===== config.mk =====
export PLATFORM = sky130hd
export DESIGN_NAME = glb_core_strm_wr_sink
export DESIGN_NICKNAME = d
export VERILOG_FILES = /design/src/rtl/glb_core_strm_wr_sink.sv
export SDC_FILE = /design/constraint.sdc
export NUM_CORES = 1
export LEC_CHECK = 0
export BUFFER_PORTS_ARGS = -buffer_cell sky130_fd_sc_hd__clkbuf_2
export CORE_ASPECT_RATIO = 0.9
export CORE_UTILIZATION = 40
export DETAILED_ROUTE_END_ITERATION = 7
export SLEW_MARGIN = 20
export SYNTH_ARGS = -nofsm -noshare
export SYNTH_HDL_FRONTEND = slang
export SYNTH_SLANG_ARGS = --single-unit
export TNS_END_PERCENT = 10

===== constraint.sdc =====
create_clock -name clk -period 5.3 [get_ports clk]
set_clock_uncertainty 0.05 [all_clocks]
set_input_delay 0.265 -clock clk [delete_from_list [all_inputs] [get_ports clk]]
set_output_delay 0.265 -clock clk [all_outputs]
set_load 0.1 [all_outputs]

===== src/rtl/glb_core_strm_wr_sink.sv =====
// Stream-router write sink: keeps writes addressed to this tile, buffers them in a small FIFO
// and issues them to the bank write port with valid/ready. Dropped hit writes are counted.
module glb_core_strm_wr_sink #(
    parameter int DATA_W      = 64,
    parameter int STRB_W      = 8,
    parameter int BANK_ADDR_W = 17,
    parameter int TILE_SEL_W  = 5,
    parameter int ADDR_W      = 22,
    parameter int FIFO_DEPTH  = 4
) (
    input  logic                   clk,
    input  logic                   reset,
    input  logic                   clk_en,
    input  logic [TILE_SEL_W-1:0]  glb_tile_id,
    input  logic                   strm_wr_en,
    input  logic [ADDR_W-1:0]      strm_wr_addr,
    input  logic [STRB_W-1:0]      strm_wr_strb,
    input  logic [DATA_W-1:0]      strm_wr_data,
    output logic                   bank_wr_valid,
    input  logic                   bank_wr_ready,
    output logic [BANK_ADDR_W-1:0] bank_wr_addr,
    output logic [STRB_W-1:0]      bank_wr_strb,
    output logic [DATA_W-1:0]      bank_wr_data,
    input  logic                   cfg_clear,
    output logic                   sts_overflow,
    output logic [7:0]             sts_drop_cnt
);

    localparam int PTR_W = $clog2(FIFO_DEPTH);
    localparam int ENT_W = BANK_ADDR_W + STRB_W + DATA_W;
    localparam logic [PTR_W:0] PTR_ONE = {{PTR_W{1'b0}}, 1'b1};

    logic [ENT_W-1:0] mem_q [FIFO_DEPTH];
    logic [PTR_W:0]   wr_ptr_q, wr_ptr_d;
    logic [PTR_W:0]   rd_ptr_q, rd_ptr_d;
    logic             ovf_q, ovf_d;
    logic [7:0]       cnt_q, cnt_d;

    logic             hit, empty, full;
    logic             push_req, push, pop, drop;
    logic [ENT_W-1:0] head;

    assign hit = strm_wr_en
               & (strm_wr_addr[ADDR_W-1:BANK_ADDR_W] == glb_tile_id)
               & (|strm_wr_strb);

    assign empty = (wr_ptr_q == rd_ptr_q);
    assign full  = (wr_ptr_q[PTR_W] != rd_ptr_q[PTR_W])
                 & (wr_ptr_q[PTR_W-1:0] == rd_ptr_q[PTR_W-1:0]);

    // A full FIFO still accepts a push when the head leaves in the same cycle.
    assign push_req = clk_en & hit;
    assign pop      = clk_en & ~empty & bank_wr_ready;
    assign push     = push_req & (~full | pop);
    assign drop     = push_req & full & ~pop;

    always_comb begin
        wr_ptr_d = wr_ptr_q;
        rd_ptr_d = rd_ptr_q;
        ovf_d    = ovf_q;
        cnt_d    = cnt_q;
        if (push) begin
            wr_ptr_d = wr_ptr_q + PTR_ONE;
        end
        if (pop) begin
            rd_ptr_d = rd_ptr_q + PTR_ONE;
        end
        if (clk_en && cfg_clear) begin
            ovf_d = 1'b0;
            cnt_d = 8'd0;
        end else if (drop) begin
            ovf_d = 1'b1;
            if (cnt_q != 8'hFF) begin
                cnt_d = cnt_q + 8'd1;
            end
        end
    end

    always_ff @(posedge clk) begin
        if (reset) begin
            wr_ptr_q <= '0;
            rd_ptr_q <= '0;
            ovf_q    <= 1'b0;
            cnt_q    <= 8'd0;
        end else begin
            wr_ptr_q <= wr_ptr_d;
            rd_ptr_q <= rd_ptr_d;
            ovf_q    <= ovf_d;
            cnt_q    <= cnt_d;
        end
    end

    // Payload storage carries no reset; the empty mask keeps stale entries off the port.
    always_ff @(posedge clk) begin
        if (push) begin
            mem_q[wr_ptr_q[PTR_W-1:0]] <= {strm_wr_addr[BANK_ADDR_W-1:0], strm_wr_strb, strm_wr_data};
        end
    end

    assign head = empty ? '0 : mem_q[rd_ptr_q[PTR_W-1:0]];

    assign bank_wr_valid = ~empty;
    assign bank_wr_addr  = head[ENT_W-1 -: BANK_ADDR_W];
    assign bank_wr_strb  = head[DATA_W +: STRB_W];
    assign bank_wr_data  = head[DATA_W-1:0];
    assign sts_overflow  = ovf_q;
    assign sts_drop_cnt  = cnt_q;

endmodule


* Yosys cells after proc, flatten, opt, wreduce, memory -nomap -nowiden
Memories as Yosys holds them, arrays and structs flattened. A register that Yosys moved wholly into a read port is not among the register bits.
Index checks and enable logic that the tools add are counted.
** Storage, ports and cells
- Memories :: 1
- Bits of input ports :: 105
- Flip-flop bits (word level) :: 15
- Output and inout bits :: 99
- Word-level logic and storage cells :: 35
- Memory bits (writable) :: 356
** Memories
- mem_q :: words 4, bits a word 89, read ports 1, clocked after Yosys merged registers in 1, write ports 1, RTL line 33 : logic [ENT_W-1:0] mem_q [FIFO_DEPTH];
** Cells by class
- Bitwise logic cells :: 13
- Add/subtract/negate cells :: 3
- Muxes and demuxes :: 5
- Reductions and logical operators :: 4
- Equal/unequal tests :: 5
** Operators by type and width (number)
- $mux W89 :: 1
- $and A1 B1 Y1 :: 9
- $add A8 B1 Y8 const B :: 1
- $ne A8 B8 Y1 const B :: 1
- $reduce_or A8 Y1 :: 1
- $add A3 B1 Y3 const B :: 2
- $eq A5 B5 Y1 :: 1
- $mux W2 :: 2
- $eq A3 B3 Y1 :: 1
- $not A1 Y1 :: 3
- $eq A2 B2 Y1 :: 1
- $mux W1 :: 2
- $reduce_and A2 Y1 :: 1
- $reduce_or A2 Y1 :: 1
- $logic_and A1 B1 Y1 :: 1
- $ne A1 B1 Y1 :: 1
- $or A1 B1 Y1 :: 1

* Longest topological paths before layout
- Depth in word-level cells :: 8
- Mapped depth :: 5
- Depth with buffers taken out :: 5

* Least setup slack after synthesis
OpenSTA, ideal clock, no wires.
- Kind :: input port to flip-flop
- From :: input port glb_tile_id[2]
- To :: memory mem_q[1][0] (netlist name), enable pin
- Path slack :: 1616 ps
- Setup time :: 457 ps
- Stages on the path :: 4
- Data required time :: 4793 ps
- Data arrival time :: 3176 ps
- Path buffers :: 0
- Cells stage by stage :: xnor2_1 -> o2111ai_4 -> nor3b_4 -> and2_1
** Between the ends
- Word-level cells in the longest chain between the ends :: 7
** RTL lines
- start, declared :: RTL line 14 : input logic [TILE_SEL_W-1:0] glb_tile_id,
- $eq A5 B5 Y1 :: RTL line 44 : & (strm_wr_addr[ADDR_W-1:BANK_ADDR_W] == glb_tile_id)
- $and A1 B1 Y1 :: RTL line 44
- $and A1 B1 Y1 :: RTL line 45 : & (|strm_wr_strb);
- $and A1 B1 Y1 :: RTL line 52 : assign push_req = clk_en & hit;
- $and A1 B1 Y1 :: RTL line 54 : assign push = push_req & (~full | pop);
- $mux W1 :: RTL line 95 : if (push) begin
- $mux W1 (implied by the code) :: RTL line 96 : mem_q[wr_ptr_q[PTR_W-1:0]] <= {strm_wr_addr[BANK_ADDR_W-1:0], strm_wr_strb, strm_wr_data};
- end, declared :: RTL line 33
Every way passes these cells.

==> parameters.txt <==
Parameter                              Value

Clocking
  Post-CTS Setup Repair Bufs ... 0
  Clk Tree Root Cell ... clkbuf_16
  Post-CTS sizing ... 0
  Post-CTS clock slew at the launch and capture registers of the worst setup and hold paths ... around 0.060 ns
  Clk sinks ... ~370
  CTS tree ... done
  Number of H-tree levels ... 2
  Hold-fix buffers, CTS ... between 80 and 90
  Deepest clock path buffer count ... 3
  Inserted Clock Buffers ... 40
  Worst-skew pair later-pin latency ... between 0.5 and 0.6 ns

Placement
  Area post-placement ... between 15000 and 20000 sq um
  Final weighted congestion in routability-driven placement ... just over 0.7
  Placed wire-length estimate ... between 15 and 20 mm
  Worst slack after detailed placement ... ~2.3 ns
  Number of input and output port buffers inserted ... roughly 200

Route
  Final Routed Wirelength ... 29.5 mm
  Drc violations ... 0
  Detailed-route wire length per cell ... around 20 um
  First-pass detailed-route iteration total ... 4
  Drt via density ... between 4 and 5
  Detailed-route via count ... between 7000 and 8000
  DRT antenna net count ... 0
  Detailed Route Iter0 Violations ... 362

Logic synthesis
  Area contributors post-synth ... edfxtp_1 74%, mux4_2 14%, and2_1 4.1%
  Count of distinct cell types in the synthesized netlist ... 35
  Area of the mapped netlist ... about 14000 sq um
  Mapped Cells ... 679
  Main flop type after synthesis ... edfxtp_1
  Fraction of post-synthesis cell area in the top cell type by area ... 0.739
  Average cell area after synthesis ... between 20 and 25 sq um
  Share of synthesized flip-flops with an asynchronous set or reset ... 0
  Post-synthesis register bit count ... 373
  Syn nets ... 790
  Number of flops mapped to enable cells by yosys ... between 300 and 400
  Post-synth top cells ... 356 x edfxtp_1, 94 x and2_1, 89 x mux4_2, 19 x clkbuf_1, 17 x dfxtp_1
  Cell type with the highest aggregate area in the netlist ... edfxtp_1
  Ys Warns ... 0
  Share of synthesized area occupied by flip-flops and latches ... 0.763
  Most common cell in the synthesized netlist ... edfxtp_1

Power
  Total power per unit cell area ... around 330 nW/um^2
  Worst ir drop on vdd ... 0.000180 V
  Leakage dissipation ... just over 6 nW

Floorplanning
  Vertical die dimension ... about 180 um
  # IOs ... about 200
  Std-Cell Rows ... 65
  Chip width ... about 200 um
  Full die area ... 36900 sq um
  Initial core utilization ... 0.410
  Core area ... ~35000 sq um

Setup path
  Worst endpoint data arrival time ... between 3 and 4 ns
  Sort of element at the start of the critical path ... flop
  Destination of the critical timing path ... bank_wr_data[12]
  Endpoint of the worst-slack reg-to-reg timing path ... mem_q[2][15]
  Reg-to-Reg Start ... wr_ptr_q[0]
  Highest fanout seen on the critical path ... 32
  Nature of the critical path endpoint ... output pin
  Minimum setup slack among reg-to-reg paths ... 2.38 ns
  R2r worst-path depth ... 5
  Kind of critical path ... reg2out
  Required time of the worst setup path ... roughly 5 ns

Timing
  Setup Total Neg Slack ... 0 ns
  Maximum operating frequency ... between 200 and 300 MHz
  RSZ-0062 raised after global routing ... no
  Shortest clock period the worst path allows after layout ... roughly 3.5 ns
  Worst slew pin tran ... 1.07 ns
  Final worst-path cycle share ... 0.657
  Slew margin rel. ... 0.290
  Number of pins exceeding their max-slew limit in the final report ... 0
  Count of final hold-check violations ... 0
  Number of setup violations in the final report ... 0
  Post-route worst setup slack ... 1.82 ns

Cells and area
  Filler cells ... between 2000 and 3000
  Nets@finish ... roughly 1100
  Growth of design area from synthesis to finish ... 26.1%
  Fin area ... between 15000 and 20000 sq um
  Fraction of final layout cells with drive strength greater than 1 ... 0.364

GRT
  Antenna violations before repair ... 4
  Via count of the first global-routing pass ... about 8000
  Largest net degree at the start of global routing ... a little over 90
  Global route total overflow ... 0
  First-pass GRT wire length ... roughly 45 mm
  Combined global-route utilization of all metal layers ... 0.162

Run
  Reported max-cap violation count ... 0

Outcome
  Result of the run ... finished, final reports clean

Worst hold path
  HP Class ... in2reg
-- worst min path at each step --
| stage | start | end | slack (ns) | cells after the start |
|---|---|---|---|---|
| 6_report | reset | flop | 0.05 | 2 |
| 3_5_place_dp | sts_overflow | sts_overflow | 0.41 | 1 |
| 3_3_place_gp | sts_overflow | sts_overflow | 0.42 | 1 |
| 2_1_floorplan | strm_wr_data[0] | mem_q[0][0] | 0.31 | 0 |
| 4_1_cts | reset | flop | 0.02 | 2 |
| 5_1_grt | reset | flop | 0.06 | 2 |
-- report_power, final --
part	leakage, nW	switching [mW]	internal [mW]
logic	2.29	0.126	0.0915
clock network	0.604	1.05	1.60
registers	3.34	0.00182	3.23
total	6.23	1.18	4.92
-- layer usage --
layer  vias up  share of wire  global-route usage  routed length [um]
met5         -        0.00092                   0                  27
met4         4          0.016              0.0355                 468
met3        43          0.064              0.0416                1880
met2       215           0.47               0.255               13800
met1      3799           0.45               0.227               13300
li1       3383              -                   -                   -
-- layout make-up --
cell class,count,area (sq um),area share
Timing Repair Buffer,305,2020,0.111
Antenna cell,2,5.00,0.000274
Sequential cell,373,11000,0.605
Clock buffer,54,1110,0.0607
Clock inverter,17,156,0.00858
Multi-Input combinational cell,272,3310,0.181
Inverter,3,11.3,0.000618
Tap cell,469,587,0.0322
-- critical path: stages (launching register included) --
cell,delay [ns]
dfxtp_4,0.78
buf_4,0.65
mux4_2,0.59
and2_1,0.21
clkbuf_2,0.38
-- through the flow --
step | hold slack [ns] | total power [mW] | utilization | std cells
after floorplan | 0.314 | 3.37 | - | 679
after global placement | 0.416 | 3.45 | 0.455 | 1332
after detailed placement | 0.407 | 3.46 | 0.455 | 1332
after CTS | 0.0228 | 6.18 | 0.516 | 1492
after global routing | 0.0567 | 6.31 | 0.517 | 1494
final | 0.0530 | 6.10 | 0.517 | 1495
-- registers in the layout (all words and copies together), names as in the netlist, named ones only --
signal	flops
rd_ptr_q	3
sts_drop_cnt	8
wr_ptr_q	3
sts_overflow	1
mem_q	356
-- cell families (layout without fill, tap and decap cells) --
family | count (synthesis) | after routing | synth area share
flip-flops | 373 | 373 | 0.763
AO/OA/AOI/OAI | 10 | 10 | 0.00580
other | 0 | 2 | 0
buffers and inverters | 34 | 379 | 0.0100
multiplexers | 101 | 101 | 0.147
XOR/XNOR | 10 | 10 | 0.00606
AND/OR/NAND/NOR | 145 | 145 | 0.0625
adder cells (fa/ha/maj) | 6 | 6 | 0.00519
-- cell usage in the layout, fill, tap and decap left out, types with 3 or more instances in the layout --
master / count
and2_1: 90
and2_4: 4
buf_4: 12
bufinv_16: 3
clkbuf_1: 11
clkbuf_16: 42
clkbuf_2: 203
clkinv_1: 10
dfxtp_1: 15
dlygate4sd3_1: 89
edfxtp_1: 356
ha_1: 6
inv_1: 3
mux2i_1: 10
mux4_2: 89
nand2_1: 10
nand2b_1: 10
nor2_1: 8
nor4_1: 7
xnor2_1: 9
No activity file was read; power rests on OpenSTA's default activity.
